`config.mk`:
```
export PLATFORM = sky130hd
export DESIGN_NAME = ext_link_rx
export DESIGN_NICKNAME = d
export VERILOG_FILES = /design/src/rtl/ext_link_pkg.sv /design/src/rtl/ext_link_sync.sv /design/src/rtl/ext_link_rx.sv
export SDC_FILE = /design/constraint.sdc
export NUM_CORES = 1
export LEC_CHECK = 0
export CAP_MARGIN = 20
export CORE_ASPECT_RATIO = 1.2
export CORE_MARGIN = 8
export CORE_UTILIZATION = 35
export CTS_CLUSTER_SIZE = 16
export DETAILED_ROUTE_END_ITERATION = 8
export PLACE_DENSITY_LB_ADDON = 0.1
export SETUP_SLACK_MARGIN = 0.1
export SLEW_MARGIN = 20
export SYNTH_ARGS = -nofsm -noshare
export SYNTH_HDL_FRONTEND = slang
export SYNTH_SLANG_ARGS = --single-unit
```
`constraint.sdc`:
```
create_clock -name clk -period 4.5 [get_ports clk]
set_input_delay 0.45 -clock clk [delete_from_list [all_inputs] [get_ports clk]]
set_output_delay 0.45 -clock clk [all_outputs]
set_load 0.02 [all_outputs]
```
`src/rtl/ext_link_pkg.sv`:
```
// Shared definitions for the board-to-board external link (receiver and
// transmitter): receiver state codes and the serial frame levels.
package ext_link_pkg;

  // Receiver FSM states; the codes are visible on rx_state for debug LEDs.
  typedef enum logic [2:0] {
    IDLE      = 3'd0,
    START     = 3'd1,
    DATA      = 3'd2,
    STOP      = 3'd3,
    ACK       = 3'd4,
    WAIT_HIGH = 3'd5
  } rx_state_e;

  // Frame format: one start bit, DATA_BITS data bits LSB-first, one stop bit.
  localparam int   DATA_BITS   = 8;
  localparam logic START_LEVEL = 1'b0;
  localparam logic STOP_LEVEL  = 1'b1;
  localparam logic IDLE_LEVEL  = 1'b1;

endpackage

```
`src/rtl/ext_link_sync.sv`:
```
// Two-flop synchronizer for an asynchronous single-bit input. The reset value
// is a parameter so an idle-high line does not look like an edge out of reset.
module ext_link_sync #(
  parameter logic RESET_VAL = 1'b1
) (
  input  logic clk,
  input  logic reset,
  input  logic d,
  output logic q
);

  logic meta;

  // Two-stage shift toward clk; the first stage may go metastable.
  always_ff @(posedge clk or posedge reset) begin
    if (reset) begin
      meta <= RESET_VAL;
      q    <= RESET_VAL;
    end else begin
      // NOTE: non-blocking assignments make both flops sample the old values,
      // giving a true two-stage pipeline instead of a single wire-through.
      meta <= d;
      q    <= meta;
    end
  end

endmodule

```
`src/rtl/ext_link_rx.sv`:
```
// Receiver for the external link: oversamples the line on the baud tick,
// de-frames 8-bit words, strobes each good word and answers with an ack pulse.
module ext_link_rx
  import ext_link_pkg::*;
#(
  parameter int OVERSAMPLE = 16,
  parameter int ACK_BITS   = 2
) (
  input  logic       clk,
  input  logic       reset,
  input  logic       tick,
  input  logic       receiver_en,
  input  logic       ext_data_in,
  output logic       ack_out,
  output logic [7:0] data_out,
  output logic       data_valid,
  output logic       frame_err,
  output logic [2:0] rx_state
);

  localparam int TW        = $clog2(OVERSAMPLE);
  localparam int ACK_TICKS = ACK_BITS * OVERSAMPLE;
  localparam int AW        = $clog2(ACK_TICKS);

  localparam logic [TW-1:0] T_HALF   = TW'(OVERSAMPLE / 2 - 1);
  localparam logic [TW-1:0] T_LAST   = TW'(OVERSAMPLE - 1);
  localparam logic [AW-1:0] A_LAST   = AW'(ACK_TICKS - 1);
  localparam logic [2:0]    BIT_LAST = 3'(DATA_BITS - 1);

  rx_state_e     state_q, state_d;
  logic [TW-1:0] tcnt_q, tcnt_d;
  logic [2:0]    bcnt_q, bcnt_d;
  logic [AW-1:0] acnt_q, acnt_d;
  logic [7:0]    shift_q, shift_d;
  logic [7:0]    data_d;
  logic          valid_d, ferr_d, ack_d;
  logic          rxd;

  ext_link_sync #(
    .RESET_VAL (IDLE_LEVEL)
  ) u_sync (
    .clk   (clk),
    .reset (reset),
    .d     (ext_data_in),
    .q     (rxd)
  );

  assign rx_state = state_q;

  // Next-state, counter and output decode.
  always_comb begin
    // NOTE: every variable gets its default first, so no path leaves one
    // unassigned and no latch is inferred.
    state_d = state_q;
    tcnt_d  = tcnt_q;
    bcnt_d  = bcnt_q;
    acnt_d  = acnt_q;
    shift_d = shift_q;
    data_d  = data_out;
    valid_d = 1'b0;
    ferr_d  = 1'b0;

    if (!receiver_en && state_q != ACK) begin
      // Disabling drops any partial word; an ack in progress still completes.
      state_d = IDLE;
      tcnt_d  = '0;
      bcnt_d  = '0;
    end else begin
      unique case (state_q)
        IDLE: begin
          if (rxd == START_LEVEL) begin
            state_d = START;
            tcnt_d  = '0;
          end
        end

        START: begin
          if (tick) begin
            if (tcnt_q == T_HALF) begin
              tcnt_d = '0;
              if (rxd == START_LEVEL) begin
                state_d = DATA;
                bcnt_d  = '0;
              end else begin
                state_d = IDLE;  // too short to be a start bit
              end
            end else begin
              tcnt_d = tcnt_q + TW'(1);
            end
          end
        end

        DATA: begin
          if (tick) begin
            if (tcnt_q == T_LAST) begin
              tcnt_d  = '0;
              shift_d = {rxd, shift_q[7:1]};
              if (bcnt_q == BIT_LAST) begin
                state_d = STOP;
                bcnt_d  = '0;
              end else begin
                bcnt_d = bcnt_q + 3'd1;
              end
            end else begin
              tcnt_d = tcnt_q + TW'(1);
            end
          end
        end

        STOP: begin
          if (tick) begin
            if (tcnt_q == T_LAST) begin
              tcnt_d = '0;
              if (rxd == STOP_LEVEL) begin
                data_d  = shift_q;
                valid_d = 1'b1;
                acnt_d  = '0;
                state_d = ACK;
              end else begin
                ferr_d  = 1'b1;
                state_d = WAIT_HIGH;
              end
            end else begin
              tcnt_d = tcnt_q + TW'(1);
            end
          end
        end

        ACK: begin
          if (tick) begin
            if (acnt_q == A_LAST) begin
              acnt_d  = '0;
              state_d = IDLE;
            end else begin
              acnt_d = acnt_q + AW'(1);
            end
          end
        end

        WAIT_HIGH: begin
          // A held-low line (break) must not restart reception.
          if (tick && rxd == IDLE_LEVEL) begin
            state_d = IDLE;
          end
        end

        default: state_d = IDLE;
      endcase
    end

    ack_d = (state_d == ACK);
  end

  // State, counters and registered outputs.
  always_ff @(posedge clk or posedge reset) begin
    if (reset) begin
      state_q    <= IDLE;
      tcnt_q     <= '0;
      bcnt_q     <= '0;
      acnt_q     <= '0;
      shift_q    <= '0;
      data_out   <= 8'h00;
      data_valid <= 1'b0;
      frame_err  <= 1'b0;
      ack_out    <= 1'b0;
    end else begin
      state_q    <= state_d;
      tcnt_q     <= tcnt_d;
      bcnt_q     <= bcnt_d;
      acnt_q     <= acnt_d;
      shift_q    <= shift_d;
      data_out   <= data_d;
      data_valid <= valid_d;
      frame_err  <= ferr_d;
      ack_out    <= ack_d;
    end
  end

endmodule

```
==> flow_summary.toml, run 1 <==
[power_and_ir_drop]
power_uw = 605.4
p_leak_nw = 0.9724
power_density_nw_per_um2 = 280.2
irDropWorstVdd_mv = 0.1015

[placement]
place_congestion = 0.8027
dp.cells = 253
dpl_worst_slack_ns = 1.938
placement.io_buffers = 18
place_area_um2 = 2073
hpwl_mm = 2.720

[synth]
synth-seq-area-share_pct = 47.81
ys_ff_latch = 36
synth.net_count = 195
synth_area_per_cell_um2 = 10.21
yosysWarnings = 0
synth_cell_type_count = 54
syn_inst = 185
ys.flop_type = "dfrtp_1"
synth_async_sr_flop_share_pct = 100.0
synth_edf_count = 0
synth_area_um2 = 1889

[floorplan]
start_util_pct = 35.91
io_pins = 19
core-area_um2 = 5261
rows = 29
die_x_um = 83.07
dieArea_um2 = 8015
die_y_um = 96.49

[grt]
use_met1_pct = 12.79
grtUsageMet2_pct = 17.98
grt-ovfl-total = 0
grt_usage_pct = 10.78
grt_pass1_wl_mm = 7.134
antenna_found_initial = 0
grt.busiest_layer = "met2"
grt_max_degree = 37
grt_pass1_vias = 1481
met3_usage_pct = 2.768

[setup_path]
path_delay_family = "flip-flops"
max_stage_delay_ns = 0.86
critical_path_buf_inv_count = 1
cp_max_fo = 23
crit_path_start_kind = "flop"
end_kind = "output port"
arrival_ns = 1.89
required_ns = 4.05
worstPathCellList = "clkdlybuf4s50_1"
crit_slowest_cell = "dfrtp_1"
critPathKind = "flop to output port"

[timing]
skew_ns = 0.007617
drv_slew = 0
min_period_over_period_pct = 52.01
setup_slack_ns = 2.159
tightest_slew_ns = 0.7851
setup_viol_count_final = 0
slew_headroom_pct = 47.66
hold_ws_ns = 0.3597
period_needed_ns = 2.341
rsz0062_at_grt = "no"
finalHoldViolCount = 0
setup_tns_ns = 0
fmax_ghz = 0.4272

[flow_run]
drv_cap = 0

[hold_path]
hp-class = "flop to flop"

[route]
antenna_left = 0
firstDrtPassIters = 4
wirelength_mm = 4.024
routed_via_density = 5.398
route.detailed.drc = 0
wl_per_cell_um = 15.42
dr_total_vias = 1409
first_iter_violations = 69

[clock_tree]
cts_hold_buf = 0
postCtsSetupBuffers = 0
cts_tree = "done"
clk_pin_slew_ns = 0.07
clock_path_buffers = 2
htree_levels = 2
cts_resized = 0
clkLatencyLatePin_ns = 0.29
cts_buffers = 5
cts_sinks = 36
cts-root-buf = "clkbuf_8"

[cells_and_area]
layout.nets = 208
final_cell_area_um2 = 2161
drive_gt1_share_pct = 13.57
area_growth_pct = 14.37
diodes = 0
final_cells = 261
final_util_pct = 41.07
final_cell_mix = "nand2_1, dfrtp_1, clkdlybuf4s50_1"

[status]
status = "finished, final reports clean"
[layer usage]
| metal | wire (um) | share of wire (%) |
|---|---|---|
| met1 | 1891 | 47 |
| met5 | 0 | 0 |
| met2 | 1902 | 47 |
| met4 | 59 | 1.5 |
| met3 | 171 | 4.2 |
[cells by family after synthesis]
| logic type | synth area share, % |
|---|---|
| simple gates | 25.30 |
| flops | 47.81 |
| compound gates | 11.46 |
| buf+inv | 5.297 |
| mux | 6.822 |
| fa+ha+maj | 3.311 |
[state kept, by name, indices dropped and copies added (netlist names)]
name	flops
data_out	8
shift_q	8
acnt_q	5
tcnt_q	4
bcnt_q	3
rx_state	3
ack_out	1
data_valid	1
frame_err	1
u_sync.meta	1
u_sync.q	1
[cells in the mapped netlist, drive strengths merged (2+ instances only)]
cell type / count / area share (%)
nor4: 3 / 0.99
clkbuf: 2 / 0.40
or4: 3 / 1.2
nor3: 5 / 1.9
dfstp: 2 / 2.8
or3: 2 / 0.93
nand3: 11 / 3.6
nand2b: 2 / 0.66
nor2: 5 / 1.4
ha: 5 / 3.3
a22o: 3 / 1.4
nand2: 34 / 6.8
mux2i: 2 / 1.1
nand3b: 4 / 1.6
dfrtp: 34 / 45
and4: 2 / 0.93
nand4: 2 / 0.66
a31oi: 3 / 0.99
a21o: 2 / 0.79
mux2: 9 / 5.8
a21oi: 8 / 2.3
nor2b: 3 / 0.99
buf: 11 / 3.9
inv: 4 / 0.79
o21ai: 4 / 1.1
[cell type report]
type | count | area (um2)
Timing Repair Buffer | 19 | 187.7
Clock inverter | 3 | 18.77
Clock buffer | 5 | 68.82
Multi-Input combinational cell | 131 | 885.9
Sequential cell | 36 | 903.4
Inverter | 5 | 18.77
Fill cell | 498 | 3100
Tap cell | 62 | 77.57
[path summary, 6_finish.rpt]
path                             start          end  slack (ns)  cells past startpoint
max in group asynchronous        reset     u_sync.q        3.58                      3
min in group asynchronous        reset    acnt_q[1]        0.56                      3
setup reg to reg           rx_state[0]    acnt_q[3]        2.18                      4
setup / recovery           rx_state[0]  rx_state[0]        2.16                      1
hold / removal             u_sync.meta     u_sync.q        0.36                      0
hold reg to reg            u_sync.meta     u_sync.q        0.36                      0
[where the power goes]
part	leakage (nW)	switching, mW	internal, mW
logic	0.430	0.0224	0.0153
clock network	0.0479	0.126	0.108
registers	0.495	0.00751	0.326
total	0.972	0.156	0.449
Note: power is estimated with default switching activity, not from simulation.
==> run 2, diff against run 1 <==
==> constraint.sdc (replaced) <==
create_clock -name clk -period 2.45 [get_ports clk]
set_input_delay 0.245 -clock clk [delete_from_list [all_inputs] [get_ports clk]]
set_output_delay 0.245 -clock clk [all_outputs]
set_load 0.02 [all_outputs]
==> run 2 against run 1 <==
  * Utilization up 0.57 points
  * Combinational power up 92%
  * Global-route usage down 0.39 points
  * Final cell count rose by 1.5%
  * Sequential share of layout area fell by 0.57 points
  * Worst hold slack got worse by 0.0020 ns
  * Critical path type is now flop to flop
  * Largest power group unchanged
==> flow_summary.toml, run 2 (synthesis gave the netlist of run 1 again) <==
[placement]
placement.io_buffers = 18
dp.cells = 257
place_congestion = 0.7695
hpwl_mm = 2.740

[clock_tree]
cts_resized = 0
postCtsSetupBuffers = 0
cts_buffers = 5
cts-root-buf = "clkbuf_8"
clk_pin_slew_ns = 0.08
clock_path_buffers = 2
htree_levels = 2
cts_sinks = 36
cts_tree = "done"
clkLatencyLatePin_ns = 0.28
cts_hold_buf = 0

[hold_path]
hp-class = "input port to async pin"

[flow_run]
drv_cap = 0

[grt]
grt_usage_pct = 10.40
grt-ovfl-total = 0
grt_pass1_vias = 1459
antenna_found_initial = 0
grt_pass1_wl_mm = 6.775
grt_max_degree = 37

[cells_and_area]
diodes = 0
top_regs = "data_out (8), shift_q (8), acnt_q (5)"
drive_gt1_share_pct = 15.27
final_cell_mix = "nand2_1, dfrtp_1, clkdlybuf4s50_1"
area_growth_pct = 15.96
final_cells = 265
final_util_pct = 41.64
layout.nets = 212

[setup_path]
arrival_ns = 2.21
required_ns = 2.62
worstPathCellList = "ha_1 > nand3_4 > or2_4 > nor3_4 > mux2_2"
critPathKind = "flop to flop"
cp_max_fo = 9
crit_path_start_kind = "flop"
end_kind = "flop"
max_stage_delay_ns = 0.41
crit_slowest_cell = "dfrtp_1"

[power_and_ir_drop]
power_switching_uw = 276.4
power_density_nw_per_um2 = 503.6
combPwrFrac_pct = 6.6
power_mw = 1.103
irDropWorstVdd_mv = 0.1870
p_leak_nw = 0.9926
internal_power_uw = 826.8
switching_share_pct = 25.06
clockPowerShare_pct = 38.1
seqPwrFrac_pct = 55.4

[timing]
tightest_slew_ns = 0.6248
finalHoldViolCount = 0
fmax_ghz = 0.4894
drv_slew = 0
rsz0062_at_grt = "no"
period_needed_ns = 2.043
setup_tns_ns = 0
min_period_over_period_pct = 83.40
setup_viol_count_final = 0
slew_headroom_pct = 58.34
skew_ns = 0.006079

[route]
dr_total_vias = 1385
wl_per_cell_um = 14.68
first_iter_violations = 99
wirelength_mm = 3.891
route.detailed.drc = 0
routed_via_density = 5.226
antenna_left = 0
firstDrtPassIters = 4

[status]
status = "finished, final reports clean"

[floorplan]
rows = 29
core-area_um2 = 5261
start_util_pct = 35.91
dieArea_um2 = 8015
die_y_um = 96.49
io_pins = 19
die_x_um = 83.07
==> run 2: layout make-up <==
class	count	area, um2
Tap cell	62	77.57
Inverter	5	18.77
Timing Repair Buffer	23	217.7
Multi-Input combinational cell	131	885.9
Clock buffer	5	68.82
Sequential cell	36	903.4
Fill cell	506	3070
Clock inverter	3	18.77
==> run 2: layer usage <==
metal,GRT usage (%),up-vias,part of all wire [%]
met5,0,-,0
met4,4.252,0,0.75
met3,3.607,2,4.0
met2,17.52,26,47
met1,11.92,655,48
li1,-,702,-
==> run 2: power groups by stage <==
stage / registers (mW) / clock network (mW) / logic [mW]
after floorplan: 0.615 / 0 / 0.0561
after global placement: 0.622 / 0 / 0.0716
after detailed placement: 0.623 / 0 / 0.0738
after CTS: 0.611 / 0.441 / 0.0740
after global routing: 0.612 / 0.465 / 0.0808
final: 0.611 / 0.420 / 0.0723
==> run 2: final timing paths <==
path,from,endpoint,slack (ns),cells past startpoint
setup reg to reg,tcnt_q[0],shift_q[3],0.41,5
max in group asynchronous,reset,u_sync.q,1.74,3
hold / removal,reset,acnt_q[2],0.36,3
min in group clk,u_sync.meta,u_sync.q,0.36,0
setup / recovery,tcnt_q[0],shift_q[3],0.41,5
hold reg to reg,u_sync.meta,u_sync.q,0.36,0
==> run 2: worst max-delay path: cells and delay by family (launching register included) <==
kind	cells	cell delay (ns)
and+or+nand+nor	3	0.74
DFF	1	0.41
adders and majority gates	1	0.39
muxes	1	0.39
==> run 2: metrics by stage <==
step,instance area (um2),setup slack [ns],hold slack [ns]
floorplan,1889,0.6860,0.2495
finish,2191,0.4066,0.3577
global placement,2103,0.2820,0.3466
CTS,2191,0.4009,0.3474
global route,2191,0.2943,0.3607
detailed placement,2103,0.1952,0.3479
==> run 3, diff against run 2 <==
==> constraint.sdc (replaced) <==
create_clock -name clk -period 2.1 [get_ports clk]
set_input_delay 0.21 -clock clk [delete_from_list [all_inputs] [get_ports clk]]
set_output_delay 0.21 -clock clk [all_outputs]
set_load 0.02 [all_outputs]
==> run 3 against run 2 <==
  * Register-to-register slack got worse by 0.23 ns
  * Routed wire length rose by 10%
  * Setup slack got worse by 0.23 ns
  * Final cell count rose by 4.9%
  * Sequential share of layout area fell by 2.3 points
  * Via count rose by 8.8%
  * Power rose by 28%
  * Sequential power rose by 16%
  * Non-clock buffer count rose by 13
  * Largest cell class unchanged
==> flow_summary.toml, run 3 (synthesis gave the netlist of run 1 again) <==
[clock_tree]
clock_path_buffers = 2
cts-root-buf = "clkbuf_8"
htree_levels = 2
clk_pin_slew_ns = 0.08
cts_buffers = 5
cts_hold_buf = 0
cts_sinks = 36
clkLatencyLatePin_ns = 0.28
cts_tree = "done"

[grt]
met3_usage_pct = 3.272
grt_usage_pct = 11.27
antenna_found_initial = 0
grt.busiest_layer = "met2"
grtUsageMet2_pct = 19.53
grt-ovfl-total = 0
grt_max_degree = 37
use_met1_pct = 12.95
grt_pass1_vias = 1506
grt_pass1_wl_mm = 7.355

[setup_path]
cp_max_fo = 9
crit_path_start_kind = "flop"
critPathKind = "flop to flop"
arrival_ns = 2.10
path_delay_family = "simple AND/OR/NAND/NOR gates"
crit_slowest_cell = "dfrtp_1"
critical_path_buf_inv_count = 1
worstPathCellList = "ha_2 > nand3_4 > or2_4 > nor3_4 > buf_4 > mux2_2"
required_ns = 2.27
max_stage_delay_ns = 0.41
end_kind = "flop"

[route]
firstDrtPassIters = 4
wirelength_mm = 4.296
wl_per_cell_um = 15.45
antenna_left = 0
first_iter_violations = 50
dr_total_vias = 1507
route.detailed.drc = 0
routed_via_density = 5.421

[power_and_ir_drop]
seqPwrFrac_pct = 50.2
irDropWorstVdd_mv = 0.3187
p_leak_nw = 1.064
combPwrFrac_pct = 6.9
power_density_nw_per_um2 = 609.9
internal_power_mw = 1.092
power_switching_uw = 323.7
clockPowerShare_pct = 42.9
switching_share_pct = 22.86

[timing]
setup_tns_ns = 0
skew_ns = 0.006435
min_period_over_period_pct = 91.73
rsz0062_at_grt = "yes"
period_needed_ns = 1.926
fmax_ghz = 0.5191
slew_headroom_pct = 63.57
tightest_slew_ns = 0.5414
finalHoldViolCount = 0
hold_ws_ns = 0.3320
drv_slew = 0
setup_viol_count_final = 0
setup_slack_ns = 0.1737

[placement]
placement.io_buffers = 18
place_area_um2 = 2186
hpwl_mm = 3.108
dpl_worst_slack_ns = 0.08417
place_congestion = 0.8195

[floorplan]
dieArea_um2 = 8015
die_x_um = 83.07
rows = 29
io_pins = 19
die_y_um = 96.49
core-area_um2 = 5261
start_util_pct = 35.91

[cells_and_area]
layout.nets = 225
final_cell_area_um2 = 2321
top_regs = "data_out (8), shift_q (8), acnt_q (5)"
fillCellCount = 506
final_cell_mix = "nand2_1, dfrtp_1, clkdlybuf4s50_1, buf_4, nand3_1"
final_common_cell = "nand2_1"
area_growth_pct = 22.85
drive_gt1_share_pct = 21.76
diodes = 0

[hold_path]
hp-class = "input port to flop"

[flow_run]
drv_cap = 0

[status]
status = "finished, final reports clean"
==> run 3: routing by layer <==
layer | part of all wire [%] | routed length, um
met5 | 0 | 0
met2 | 48 | 2070
met3 | 4.2 | 180
met4 | 1.6 | 67
met1 | 46 | 1978
==> run 3: cell type report <==
cell class	count	area (um2)	area share, %
clock inverters	3	42.54	1.833
inverters	5	18.77	0.8086
multi-input cells	131	893.4	38.49
well taps	62	77.57	3.342
flip-flops and latches	36	904.6	38.98
repair buffers	36	315.3	13.58
clock buffers	5	68.82	2.965
==> run 3: final timing paths <==
check / from / to / slack, ns / cells past startpoint
hold reg to reg: u_sync.meta / u_sync.q / 0.36 / 0
max in group asynchronous: reset / rx_state[0] / 1.39 / 3
setup / recovery: tcnt_q[0] / shift_q[0] / 0.17 / 6
hold / removal: ext_data_in / u_sync.meta / 0.33 / 1
setup reg to reg: tcnt_q[0] / shift_q[0] / 0.17 / 6
min in group asynchronous: reset / tcnt_q[2] / 0.34 / 3
==> run 3: per-stage QoR <==
step                      power [mW]  std cells  util [%]
after floorplan               0.7832        185         -
after global placement        0.8198        268     41.55
after detailed placement      0.8220        268     41.55
after CTS                      1.440        276     43.71
after global routing           1.481        278     44.11
final                          1.416        278     44.11
==> run 3: what timing repair did <==
action / CTS / global route
endpoints found under the hold margin: 0 / 0
setup buffers: 0 / 2
pin swaps: 0 / 1
setup endpoints to repair: 6 / 9
resized for setup: 1 / 2
==> run 3: power by group through the flow <==
stage | registers [mW] | logic [mW] | clock network [mW]
floorplan | 0.718 | 0.0654 | 0
global placement | 0.724 | 0.0958 | 0
detailed placement | 0.724 | 0.0978 | 0
CTS | 0.711 | 0.0983 | 0.631
global route | 0.712 | 0.108 | 0.661
finish | 0.711 | 0.0970 | 0.608
